[src/rtl/rd_stream_ctrl.sv]
// ---------------------------------------------------------------------------
// rd_stream_ctrl
// Splits a read job of total_beats beats into requests of at most BURST_LEN
// beats, issues them one at a time to a downstream read engine, and buffers
// the returned beats in a show-ahead FIFO that feeds a valid/ready stream.
// A request is only issued once the FIFO has room for every beat it can
// return.
//
// Ports
//   clk, rst_n        single clock, asynchronous active-low reset
//   init_end          memory initialisation complete (gates start)
//   start             one-cycle job request
//   base_addr         address of the first beat of the job
//   total_beats       number of beats in the job
//   busy              job in progress
//   done              one-cycle job-complete pulse
//   ovf_err           sticky flag: stray beat or beat arriving into a full FIFO
//   rd_trig           one-cycle read request pulse
//   rd_len, rd_addr   current request length/address, stable until rd_done
//   rd_ready          read engine idle
//   rd_done           read engine request-complete pulse
//   rd_data_en        returned beat valid
//   rd_data           returned beat
//   m_valid, m_data   output stream (show-ahead FIFO head)
//   m_ready           output stream accept
// ---------------------------------------------------------------------------
module rd_stream_ctrl #(
    parameter int ADDR_WIDTH = 26,
    parameter int DATA_WIDTH = 32,
    parameter int BURST_LEN  = 8,
    parameter int ADDR_STEP  = 1,
    parameter int FIFO_DEPTH = 64
) (
    input  logic                  clk,
    input  logic                  rst_n,
    input  logic                  init_end,
    input  logic                  start,
    input  logic [ADDR_WIDTH-1:0] base_addr,
    input  logic [15:0]           total_beats,
    output logic                  busy,
    output logic                  done,
    output logic                  ovf_err,
    output logic                  rd_trig,
    output logic [7:0]            rd_len,
    output logic [ADDR_WIDTH-1:0] rd_addr,
    input  logic                  rd_ready,
    input  logic                  rd_done,
    input  logic                  rd_data_en,
    input  logic [DATA_WIDTH-1:0] rd_data,
    output logic                  m_valid,
    output logic [DATA_WIDTH-1:0] m_data,
    input  logic                  m_ready
);

    localparam int PTR_W = $clog2(FIFO_DEPTH);
    localparam int CNT_W = PTR_W + 1;

    typedef enum logic [2:0] {
        IDLE,
        SPACE,
        REQ,
        WAIT,
        DRAIN,
        FINISH
    } state_t;

    state_t state_q, state_d;

    logic [ADDR_WIDTH-1:0] addr_q;
    logic [ADDR_WIDTH-1:0] addr_inc;
    logic [15:0]           total_q;
    logic [15:0]           remaining_q;
    logic [15:0]           received_q;
    logic [7:0]            cur_len_q;
    logic [7:0]            len_calc;
    logic                  ovf_q;

    logic [DATA_WIDTH-1:0] mem [FIFO_DEPTH];
    logic [PTR_W-1:0]      wr_ptr_q, rd_ptr_q;
    logic [CNT_W-1:0]      count_q, count_d, free_slots;

    logic start_ok;
    logic push_req, push_ok, pop;
    logic full, empty;
    logic received_all;
    logic last_burst;

    assign start_ok     = (state_q == IDLE) && start && init_end;
    assign busy         = (state_q != IDLE);
    assign done         = (state_q == FINISH);
    assign ovf_err      = ovf_q;

    assign empty        = (count_q == '0);
    assign full         = (count_q == CNT_W'(FIFO_DEPTH));
    assign free_slots   = CNT_W'(FIFO_DEPTH) - count_q;
    assign m_valid      = !empty;
    // Gate the head entry so the stream data reads as zero whenever nothing is
    // buffered, which also gives the zero value during reset without having to
    // clear the storage array.
    assign m_data       = m_valid ? mem[rd_ptr_q] : '0;
    assign pop          = m_valid && m_ready;
    // A full FIFO still accepts a beat when the head is leaving in the same cycle.
    assign push_req     = rd_data_en && busy;
    assign push_ok      = push_req && (!full || pop);

    assign len_calc     = (remaining_q > 16'(BURST_LEN)) ? 8'(BURST_LEN) : remaining_q[7:0];
    assign received_all = (received_q >= total_q);
    assign last_burst   = (remaining_q <= {8'd0, cur_len_q});
    assign addr_inc     = ADDR_WIDTH'(32'(cur_len_q) * ADDR_STEP);

    assign rd_trig      = (state_q == REQ) && rd_ready;
    assign rd_len       = cur_len_q;
    assign rd_addr      = addr_q;

    // Occupancy after this cycle's push/pop; used so the job can finish the
    // cycle right after the final beat leaves instead of one cycle later.
    always_comb begin
        count_d = count_q;
        if (push_ok && !pop) begin
            count_d = count_q + CNT_W'(1);
        end else if (!push_ok && pop) begin
            count_d = count_q - CNT_W'(1);
        end
    end

    // Next-state logic.
    always_comb begin
        state_d = state_q;
        unique case (state_q)
            IDLE: begin
                if (start_ok) begin
                    state_d = (total_beats == 16'd0) ? FINISH : SPACE;
                end
            end
            SPACE: begin
                if (32'(free_slots) >= 32'(len_calc)) begin
                    state_d = REQ;
                end
            end
            REQ: begin
                if (rd_ready) begin
                    state_d = WAIT;
                end
            end
            WAIT: begin
                if (rd_done) begin
                    if (!last_burst) begin
                        state_d = SPACE;
                    end else if (received_all && (count_d == '0)) begin
                        state_d = FINISH;
                    end else begin
                        state_d = DRAIN;
                    end
                end
            end
            DRAIN: begin
                if (received_all && (count_d == '0)) begin
                    state_d = FINISH;
                end
            end
            FINISH: begin
                state_d = IDLE;
            end
            default: begin
                state_d = IDLE;
            end
        endcase
    end

    // Job bookkeeping: address/remaining advance only on rd_done so rd_addr and
    // rd_len stay put for the whole outstanding request.
    always_ff @(posedge clk or negedge rst_n) begin
        if (!rst_n) begin
            state_q     <= IDLE;
            addr_q      <= '0;
            total_q     <= '0;
            remaining_q <= '0;
            received_q  <= '0;
            cur_len_q   <= '0;
            ovf_q       <= 1'b0;
        end else begin
            state_q <= state_d;
            if (start_ok) begin
                addr_q      <= base_addr;
                total_q     <= total_beats;
                remaining_q <= total_beats;
                received_q  <= '0;
                ovf_q       <= 1'b0;
            end
            if ((state_q == SPACE) && (state_d == REQ)) begin
                cur_len_q <= len_calc;
            end
            if ((state_q == WAIT) && rd_done) begin
                addr_q      <= addr_q + addr_inc;
                remaining_q <= remaining_q - {8'd0, cur_len_q};
            end
            if (push_ok) begin
                received_q <= received_q + 16'd1;
            end
            if (rd_data_en && !push_ok) begin
                ovf_q <= 1'b1;
            end
        end
    end

    // FIFO pointers and occupancy.
    always_ff @(posedge clk or negedge rst_n) begin
        if (!rst_n) begin
            wr_ptr_q <= '0;
            rd_ptr_q <= '0;
            count_q  <= '0;
        end else begin
            count_q <= count_d;
            if (push_ok) begin
                wr_ptr_q <= wr_ptr_q + PTR_W'(1);
            end
            if (pop) begin
                rd_ptr_q <= rd_ptr_q + PTR_W'(1);
            end
        end
    end

    // FIFO storage; contents are don't-care until written.
    always_ff @(posedge clk) begin
        if (push_ok) begin
            mem[wr_ptr_q] <= rd_data;
        end
    end

endmodule

[config.mk]
export PLATFORM = sky130hd
export DESIGN_NAME = rd_stream_ctrl
export DESIGN_NICKNAME = d
export VERILOG_FILES = /design/src/rtl/rd_stream_ctrl.sv
export SDC_FILE = /design/constraint.sdc
export NUM_CORES = 2
export LEC_CHECK = 0
export BUFFER_PORTS_ARGS = -buffer_cell sky130_fd_sc_hd__buf_2
export CAP_MARGIN = 25
export CORE_UTILIZATION = 62
export DETAILED_ROUTE_END_ITERATION = 8
export GPL_ROUTABILITY_DRIVEN = 0
export PLACE_DENSITY_LB_ADDON = 0.3
export SLEW_MARGIN = 10
export SYNTH_ARGS = -nofsm -noshare
export SYNTH_HDL_FRONTEND = slang
export SYNTH_SLANG_ARGS = --single-unit
[constraint.sdc]
create_clock -name clk -period 4.8 [get_ports clk]
set_input_delay 0.48 -clock clk [delete_from_list [all_inputs] [get_ports clk]]
set_output_delay 0.48 -clock clk [all_outputs]
set_load 0.005 [all_outputs]
Word-level counts from Yosys, hierarchy flattened
Memory sizes are Yosys's and may differ from the RTL's.
Index checks and enable logic that the tools add are counted.
- equal/unequal tests: 7
- add/subtract/negate cells: 8
- muxes and demuxes: 23
- reduce and logical (&&, ||, !) cells: 25
- magnitude comparators: 4
- operators with widths (cell ; number):
    two-way mux 16 bit ; 4
    two-way mux 26 bit ; 2
    two-way mux 32 bit ; 1
    adder 26 x 8 -> 26 bit ; 1
    two-way mux 3 bit ; 7
    adder 16 x 1 -> 16 bit (second input constant) ; 1
    greater-or-equal comparator 16 bit ; 1
    > comparator 16 x 4 -> 1 bit (second input constant) ; 1
    less-or-equal comparator 16 x 8 -> 1 bit ; 1
    logical NOT 16 bit ; 1
    subtractor 16 x 8 -> 16 bit ; 1
    case mux 3 bit (5 select lines) ; 1
    logical NOT 7 bit ; 2
    two-way mux 7 bit ; 2
    adder 6 x 1 -> 6 bit (second input constant) ; 2
    logical AND 1 bit ; 12
    equality test 3 x 2 -> 1 bit (second input constant) ; 3
    greater-or-equal comparator 7 x 8 -> 1 bit ; 1
    two-way mux 8 bit ; 1
    adder 7 x 1 -> 7 bit (second input constant) ; 1
    equality test 7 bit (second input constant) ; 1
    subtractor 7 x 1 -> 7 bit (second input constant) ; 1
    subtractor 7 bit (first input constant) ; 1
    equality test 3 bit (second input constant) ; 2
    other kinds (7) ; 16
- memories kept: 1
- memory bits (writable): 2048
- logic and storage cells: 78
- bits in registers: 105
- memories (memory ; words ; bits a word ; rd ports ; clocked after memory_dff ; write ports ; line ; RTL):
    mem ; 64 ; 32 ; 1 ; 0 ; 1 ; 78 ; logic [DATA_WIDTH-1:0] mem [FIFO_DEPTH];

Longest topological paths before layout
- word-level depth: 17
- mapped depth: 13

Worst setup path before layout
OpenSTA, ideal clock, no wires.
- kind: register -> register
- from: register count_q[0]
- to: memory mem[62][0], enable pin
- arrival: 3.305 ns
- path slack: 1.074 ns
- buffers on the path: 1
- setup time: 0.421 ns
- cell stages (with the launch flop): 9
- path through: dfrtp_1 > inv_1 > ha_1 > or4b_4 > nor2_1 > a31oi_1 > clkbuf_1 > nand4b_1 > nor2_1
- cells in the longest elaborated chain, start to end: 7
- elaborated cells between the ends (all ways): 9
- those cells by class: eq/ne (1); mux (2); reduce/logical (6)
- ends and longest elaborated chain (element ; line ; RTL):
    from (decl) ; 80 ; logic [CNT_W-1:0] count_q, count_d, free_slots;
    from (signal assigned) ; 213 ; count_q <= count_d;
    logical NOT 7 bit ; 93 ; assign empty = (count_q == '0);
    logical NOT 1 bit ; 96 ; assign m_valid = !empty;
    logical AND 1 bit ; 101 ; assign pop = m_valid && m_ready;
    logical OR 1 bit * ; 104 ; assign push_ok = push_req && (!full || pop);
    logical AND 1 bit * ; 104 ;
    two-way mux 1 bit * ; 225 ; if (push_ok) begin
    two-way mux 1 bit (implied by the code) * ; 226 ; mem[wr_ptr_q] <= rd_data;
    to (decl) ; 78 ;
Every way passes the cells marked *; elsewhere a longest branch is shown, timed or not.

Final worst setup path
- from: register rd_ptr_q[1]
- to: output m_data[23]
- cells in the longest elaborated chain, start to end: 2
- ends and longest elaborated chain (element ; line ; RTL):
    from (decl) ; 79 ; logic [PTR_W-1:0] wr_ptr_q, rd_ptr_q;
    from (signal assigned) ; 218 ; rd_ptr_q <= rd_ptr_q + PTR_W'(1);
    memory read (64 x 32 bit) ; -- ;
    two-way mux 32 bit ; 100 ; assign m_data = m_valid ? mem[rd_ptr_q] : '0;
    to (decl) ; 51 ; output logic [DATA_WIDTH-1:0] m_data,
No other way between the ends.

==> impl_metrics.ini <==
[detailed_routing]
drc = 0
vias_per_cell = 7.00
ant_nets = 0
dr.pass1.iters = 6
drt_iter0_markers = 6347
route.vias.total = 43000
detail_route.wl_per_cell_um = 34.7
wirelength_um = 213000

[finish]
stdcell_area_um2 = 96400
regArea_um2 = 64100
final_util_pct = 71.9
drive_above_1_share_pct = 30.3
fillerInstances = 7383
area_growth_pct = 14.3
multi_input_area_um2 = 19700
layout.nets = 4344

[power]
p_sw_share_pct = 30.5
total_power_mw = 54.5
power.internal_mw = 37.9
ir_worst_vdd_mv = 0.511
p_sw_mw = 16.7
power_frac_comb_pct = 30.7
seqPwrFrac_pct = 40.9
p_leak_nw = 31.0
pwr_density_cell_nw_per_um2 = 566
clkPwrFrac_pct = 28.4

[sta]
slew_headroom_pct = 28.3
setup_ws_ns = 0.0417
timing.fmax_mhz = 210
fin_tns_setup_ns = 0
drv_slew = 0
finalCritPeriodShare_pct = 99.1
setup_viol = 0
period_minus_slack_ns = 4.76
rsz0062_at_grt = no
tightest_slew_ns = 1.08
hold_viol = 0
finalClockSkew_ns = 0.0307

[global_route]
gr-total-overflow = 0
grt_use_total_pct = 31.5
grt_pass1_wl_um = 304000
grt_pass1_vias = 43600
grt_max_degree = 68
antenna_found_initial = 5

[critical_path]
cp_slowest_stage_delay_ns = 0.96
startpoint_type = register
crit_chain = buf_4 > mux4_2 > mux4_2 > mux2i_1 > o22ai_1 > buf_2
worstPathRequired_ns = 4.32
critical_path.slowest_cell = dfrtp_4
cp.arrival_ns = 4.28
crit_top_cell = mux4_2
cp-end-kind = output port
crit_buf_inv = 2
critical_path.top_delay_family = multiplexers
path_max_fanout = 46
worst-setup-path-type = register to output port

[synth]
synth_enable_flop_cells = 2048
syn_area_per_cell_um2 = 22.1
yosys_warnings = 0
syn_area_um2 = 84300
synth_top_family_by_area = multiplexers
ys_types = 69
yosysMostFrequentCell = edfxtp_1
ys_async_sr_fraction_pct = 4.88
synthSimpleGateAreaFrac_pct = 2.06
ys_ff_latch = 2153
synth-main-ff-cell = edfxtp_1
synth.area.top_cells = edfxtp_1 73%, mux4_2 17%, dfrtp_1 3.1%, mux2i_1 0.90%, ha_1 0.67%
ys_top_cells_by_count = 2048 x edfxtp_1, 622 x mux4_2, 121 x clkbuf_1
synth_compound_area_share_pct = 2.13
synth_top_cell_by_area = edfxtp_1
seq_area_frac_synth_pct = 76.1
synth_xor_area_share_pct = 0.280
syn_inst = 3820
synth_fa_ha_area_share_pct = 0.715
synth_top_area_share_pct = 72.9
synthMuxAreaShare_pct = 17.5

[place]
dp_hpwl_um = 112000
portBuffers = 152
place_ws_ns = 0.980
place_area_um2 = 89000

[clock_tree]
clock_latency_ns = 0.84
clockBufferDepth = 3
cts_tree = yes
clock_sinks = 2153
root_buffer = clkbuf_16
path_clk_slew_ns = 0.06
htreeDepth = 4
cts_made_buffers = 202

[floorplan]
core_area_um2 = 134000
dieHeight_um = 371
dieWidth_um = 371
io_pins = 153
start_util_pct = 62.9
rows = 134
die-area_um2 = 137000

[status]
status = finished clean

[run]
maxCapViolCount = 0

[min_path]
worstHoldPathType = input pin to register
## timing repair
item,4_1_cts,5_1_grt
endpoints found under the setup margin,0,5
hold buffers,44,2
setup buffers,0,5
resized for setup,0,1
hold endpoints to repair,95,13
## power groups by stage
stage                     Clock (mW)  Combinational, mW  Sequential [mW]
final                           15.5               16.7             22.3
after global routing            16.2               17.6             22.4
after CTS                       15.6               16.5             22.3
after detailed placement           0               16.2             22.7
after global placement             0               15.9             22.6
after floorplan                    0               11.0             22.0
## final timing paths
path | from | endpoint | slack [ns] | depth (start not counted)
max in group asynchronous | rst_n | received_q[9] | 3.26 | 3
max | rd_ptr_q[1] | m_data[23] | 0.04 | 6
min reg2reg | ovf_err | ovf_err | 0.50 | 1
min in group asynchronous | rst_n | rd_addr[2] | 0.19 | 2
min | rd_data[23] | mem[47][23] | 0.008 | 1
max reg2reg | remaining_q[12] | rd_len[0] | 0.95 | 13
## cells in the final DEF (no fill, tap or decap), types with 53 or more instances in the layout
| master | n |
|---|---|
| a21oi_1 | 53 |
| buf_12 | 92 |
| buf_2 | 151 |
| buf_4 | 98 |
| clkbuf_16 | 204 |
| dfrtp_1 | 100 |
| edfxtp_1 | 2048 |
| mux2i_1 | 76 |
| mux4_2 | 622 |
| nand2_1 | 93 |
| nor2_4 | 64 |
| o21ai_0 | 62 |
## routing by layer
layer  up-vias  track usage [%]  routed length [um]
met4         2             11.9                8270
met1     22400             43.0               75800
met2      3187             50.3              105000
li1      16900                -                   -
met5         -                0                  14
met3       477             7.07               24200
## through the flow
stage                     hold WS, ns  instances
final                         0.00798       6137
after global routing          0.00361       6137
after CTS                     0.00393       6100
after detailed placement        0.478       5701
after global placement          0.478       5699
after floorplan                 0.184       3822
## state kept, by name (all words and copies together), names as in the netlist
signal       flops
ovf_err          1
rd_len           8
mem           2048
rd_addr         26
received_q      16
total_q         16
state_q          3
count_q          7
remaining_q     16
wr_ptr_q         6
rd_ptr_q         6
## kinds of logic after synthesis
logic type | Yosys count
compound gates | 274
mux | 700
buf+inv | 254
fa+ha+maj | 47
flops | 2153
xor+xnor | 27
simple gates | 364
other cells | 1
## layout make-up
class | count | share of cell area, %
diodes | 3 | 0.00779
clock buffers | 260 | 5.55
clock inverters | 95 | 0.968
inverters | 51 | 0.199
multi-input cells | 1415 | 20.4
flip-flops and latches | 2153 | 66.5
well taps | 1768 | 2.29
repair buffers | 392 | 4.04
Power figures use the tool's default switching activity.
